File: config.mk
export PLATFORM = sky130hd
export DESIGN_NAME = hilo_div_ctrl
export DESIGN_NICKNAME = d
export VERILOG_FILES = /design/src/rtl/hilo_pkg.sv /design/src/rtl/hilo_div_ctrl.sv
export SDC_FILE = /design/constraint.sdc
export NUM_CORES = 1
export LEC_CHECK = 0
export ABC_CLOCK_PERIOD_IN_PS = 1900
export CORE_AREA = 2 2 115 117
export CTS_CLUSTER_DIAMETER = 200
export DETAILED_ROUTE_END_ITERATION = 8
export DIE_AREA = 0 0 117 119
export DONT_BUFFER_PORTS = 1
export MAX_ROUTING_LAYER = met4
export PLACE_DENSITY = 0.62
export SETUP_SLACK_MARGIN = 0.1
export SYNTH_ARGS = -nofsm -noshare
export SYNTH_HDL_FRONTEND = slang
export SYNTH_SLANG_ARGS = --single-unit
File: constraint.sdc
create_clock -name div_clk -period 1.9 [get_ports div_clk]
set_input_delay 0.38 -clock div_clk [delete_from_list [all_inputs] [get_ports div_clk]]
set_output_delay 0.38 -clock div_clk [all_outputs]
set_load 0.005 [all_outputs]
File: src/rtl/hilo_pkg.sv
// Shared types for the HI/LO / divider controller.
package hilo_pkg;

    localparam int HILO_W = 32;

    typedef enum logic [2:0] {
        NOP  = 3'd0,
        DIV  = 3'd1,
        DIVU = 3'd2,
        MTHI = 3'd3,
        MTLO = 3'd4,
        MFHI = 3'd5,
        MFLO = 3'd6
    } hilo_op_t;

    typedef enum logic [1:0] {
        IDLE  = 2'd0,
        BUSY  = 2'd1,
        DRAIN = 2'd2
    } hilo_state_t;

    function automatic logic is_div_op(input hilo_op_t op);
        return (op == DIV) || (op == DIVU);
    endfunction

endpackage

File: src/rtl/hilo_div_ctrl.sv
// EX-stage HI/LO owner and iterative-divider handshake controller.
// Optional: DIV_BYZERO_SKIP_EN retires divide-by-zero as a no-op.
module hilo_div_ctrl
    import hilo_pkg::*;
#(
    parameter int DATA_W = HILO_W
) (
    input  logic              div_clk,
    input  logic              resetn,
    input  logic              ex_valid,
    input  hilo_op_t          ex_op,
    input  logic [DATA_W-1:0] ex_rs,
    input  logic [DATA_W-1:0] ex_rt,
    input  logic              ex_flush,
    output logic              hilo_stall,
    output logic [DATA_W-1:0] mf_data,
    output logic [DATA_W-1:0] hi,
    output logic [DATA_W-1:0] lo,
    output logic              div_req,
    output logic              div_signed,
    output logic [DATA_W-1:0] div_x,
    output logic [DATA_W-1:0] div_y,
    input  logic [DATA_W-1:0] div_s,
    input  logic [DATA_W-1:0] div_r,
    input  logic              div_complete
);

    hilo_state_t       state_q;
    logic [DATA_W-1:0] hi_q, lo_q, x_q, y_q;
    logic              req_q, sgn_q;

    logic ex_div, div_go, mt_ok;

    assign ex_div = ex_valid && !ex_flush && is_div_op(ex_op);
`ifdef DIV_BYZERO_SKIP_EN
    assign div_go = ex_div && (ex_rt != '0);
`else
    assign div_go = ex_div;
`endif
    assign mt_ok  = ex_valid && !ex_flush && (state_q != BUSY);

    // In DRAIN any divide waits for IDLE so the divider sees complete low first.
    always_comb begin
        hilo_stall = 1'b0;
        unique case (state_q)
            IDLE:    hilo_stall = div_go;
            BUSY:    hilo_stall = !div_complete;
            DRAIN:   hilo_stall = ex_div;
            default: hilo_stall = 1'b0;
        endcase
    end

    assign mf_data    = (ex_op == MFHI) ? hi_q : lo_q;
    assign hi         = hi_q;
    assign lo         = lo_q;
    assign div_req    = req_q;
    assign div_signed = sgn_q;
    assign div_x      = x_q;
    assign div_y      = y_q;

    always_ff @(posedge div_clk or negedge resetn) begin
        if (!resetn) begin
            state_q <= IDLE;
            hi_q    <= '0;
            lo_q    <= '0;
            x_q     <= '0;
            y_q     <= '0;
            req_q   <= 1'b0;
            sgn_q   <= 1'b0;
        end else begin
            unique case (state_q)
                IDLE: begin
                    if (div_go) begin
                        x_q     <= ex_rs;
                        y_q     <= ex_rt;
                        sgn_q   <= (ex_op == DIV);
                        req_q   <= 1'b1;
                        state_q <= BUSY;
                    end
                end
                BUSY: begin
                    // A flush wins over a same-cycle result: HI/LO stay architectural.
                    if (ex_flush) begin
                        req_q   <= 1'b0;
                        state_q <= DRAIN;
                    end else if (div_complete) begin
                        lo_q    <= div_s;
                        hi_q    <= div_r;
                        req_q   <= 1'b0;
                        state_q <= DRAIN;
                    end
                end
                DRAIN: begin
                    if (!div_complete) state_q <= IDLE;
                end
                default: state_q <= IDLE;
            endcase
            if (mt_ok && ex_op == MTHI) hi_q <= ex_rs;
            if (mt_ok && ex_op == MTLO) lo_q <= ex_rs;
        end
    end

endmodule

==> results.ini, run 1 <==
[sta]
hold_ws_ps = -343.9
period_share_pct = 89.99
fmax_mhz = 584.8
fin_worst_skew_ps = 6.308
finalSetupViolCount = 0
final_hold_viol_count = 132
worstMarginPinSlew_ps = 369.2
relSlewSlack_pct = 75.38
rsz0062_at_grt = true
slew_violations = 0
setup_tns_ps = 0
period_needed_ps = 1710

[grt]
grtUsageTotal_pct = 22.59
grt_pass1_vias = 3903
grt_pass1_wl_microns = 22430
use_met1_pct = 26.62
antenna_found_initial = 1
busiest_layer = met2
grt_max_degree = 133
gr-total-overflow = 0
met3_usage_pct = 8.550
grt_use_met2_pct = 35.77

[layout]
fin_util_pct = 52.23
area_growth_pct = 14.95
fin_area_sq_um = 6724
fillers = 1082
final_nets = 552
drive_above_1_share_pct = 39.86

[synthesis]
synth-seq-cells = 132
synth_cell_type_count = 23
yosysWarnings = 0
yosysSeqAreaShare_pct = 56.47
syn_inst = 412
syn_area_per_cell_sq_um = 14.20
synth_nets = 548
netlist_area_sq_um = 5849

[power_and_ir_drop]
power.leakage_nw = 2.673
vdd_drop_max_v = 0.0006031
power_density_nw_per_um2 = 1413
finalPower_mw = 9.499

[clocking]
cts_sinks = 132
cts_made_buffers = 17
clock_tree.root_cell = clkbuf_16
cts_tree = done
path_clk_slew_ps = 60
htreeDepth = 4
clockBufferDepth = 2
clk_latency_ps = 420

[worst_setup_path]
critPathArrivalTime_ps = 2000
crit_type = reg2reg
slowest_delay_ps = 420
worst-path-max-fanout = 18
crit_start = state_q[0]
worstSetupStartpointType = flip-flop
reg2reg_from = state_q[0]
reg2reg_setup_slack_ps = 190
end_kind = flip-flop
required_ps = 2190
crit_path_top_delay_cell = dfrtp_1
reg2reg_depth = 4
path_cells = nor2_1, nor4b_4, buf_4, mux2_1
worstReg2RegEnd = div_x[18]

[drt]
wl_per_cell_microns = 24.97
drt-initial-drc-count = 161
dr_total_vias = 3617
ant_nets = 0
first_pass_iters = 4
routed_via_density = 5.969
wl_microns = 15130
route.detailed.drc = 0

[die]
die_w_microns = 117
core-area_sq_um = 12870
ios = 299
rows = 42
initial_utilization_pct = 45.43
dieArea_sq_um = 13920
die_h_microns = 119

[status]
violations = hold timing
outcome = finished, violations left

[run]
drv_cap = 0

[place]
placed_cell_area_sq_um = 6051
port_buffers = 0
hpwl_microns = 10280
gp_congestion = 0.7404

[min_path]
min_path_type = in2async

-- registers in the layout (all words and copies together), names as in the netlist --
name,flops
div_signed,1
lo,32
state_q,2
div_x,32
hi,32
div_req,1
div_y,32
-- cell usage after synthesis, drive strengths merged --
master,instances,area (sq um)
buf,17,112.6
nor4b,1,15.01
nor2,3,11.26
nand3b,2,15.01
o21ai,3,15.01
nor3b,1,7.510
a21o,1,7.510
nor2b,3,18.77
xnor2,1,8.760
o221a,64,720.7
a41o,2,20.02
or2,1,6.260
mux2,97,1092
nand4,2,12.51
a21oi,1,5.000
dfrtp,132,3303
nand2,2,7.510
and4bb,1,12.51
clkbuf,12,45.04
nand2b,66,412.9
-- worst max-delay path by stage --
stage / to / slack, ps / cells after the start
after floorplan: div_x[0] / 280 / 5
after global placement: div_x[31] / 190 / 4
after detailed placement: div_x[13] / 160 / 4
after CTS: hilo_stall / 110 / 2
after global routing: div_x[17] / 100 / 4
final: div_x[18] / 190 / 4
-- kinds of logic (layout without fill, tap and decap cells) --
family / Yosys count / in the layout / synth area share (%)
simple gates: 82 / 82 / 8.877
buf+inv: 29 / 46 / 2.695
xor+xnor: 1 / 1 / 0.1498
flops: 132 / 132 / 56.47
compound gates: 71 / 71 / 13.13
mux: 97 / 97 / 18.67
other cells: 0 / 1 / 0
-- cell type report --
class                           count  area [sq um]  area share (%)
Sequential cell                   132          3303           49.13
Multi-Input combinational cell    251          2401           35.71
Clock buffer                       21         470.5           6.997
Tap cell                          176         220.2           3.275
Clock inverter                     11         196.4           2.921
Timing Repair Buffer               14         130.1           1.935
Antenna cell                        1         2.502         0.03722
-- worst max-delay path, delay by kind of cell, from the launching register on --
family                 cells  cell delay [ps]
buffers and inverters      1              340
DFF                        1              420
muxes                      1              360
and+or+nand+nor            2              440
-- what timing repair did --
item,in CTS,in global routing
cloned,0,0
hold endpoints to repair,132,132
resized for setup,1,1
buffers inserted,0,0
setup endpoints to repair,1,2
-- metrics by stage --
stage / std cells / setup WS (ps)
2_1_floorplan: 412 / 284.5
3_3_place_gp: 573 / 188.5
3_5_place_dp: 573 / 157.6
4_1_cts: 605 / 110.9
5_1_grt: 606 / 99.26
6_report: 606 / 190.1
-- layer usage --
layer  wire (microns)  part of all wire, %
met4              209                  1.4
met5                0                    0
met1             6009                   40
met3             1276                  8.4
met2             7634                   50
-- report_power, final --
group / switching [mW] / internal (mW) / leakage (nW) / total, mW
Clock: 1.22 / 2.44 / 0.320 / 3.66
Combinational: 0.404 / 0.880 / 0.811 / 1.28
Sequential: 0.861 / 3.70 / 1.54 / 4.56
Total: 2.48 / 7.02 / 2.67 / 9.50
-- placed cells by master (no fill, tap or decap), types with 2 or more instances in the layout --
cell type	count
o21ai_0	2
nand4_1	2
nor2b_1	3
nor2_1	3
clkbuf_16	17
mux2_1	39
clkinvlp_4	2
nand3b_1	2
mux2_2	58
dfrtp_1	132
buf_4	12
nand2b_1	66
buf_12	2
nand2_1	2
o221a_2	64
a41o_1	2
clkbuf_8	3
inv_6	2
bufinv_16	5
No activity file was read; power rests on OpenSTA's default activity.
==> run 2: changes to the inputs <==
--- a/config.mk
+++ b/config.mk
@@ -11,6 +11,7 @@
 export DETAILED_ROUTE_END_ITERATION = 8
 export DIE_AREA = 0 0 117 119
 export DONT_BUFFER_PORTS = 1
+export GPL_ROUTABILITY_DRIVEN = 0
 export MAX_ROUTING_LAYER = met4
 export PLACE_DENSITY = 0.62
 export SETUP_SLACK_MARGIN = 0.1
==> results of run 2 <==
No change in the layout: final DEF, timing and power equal those of run 1.
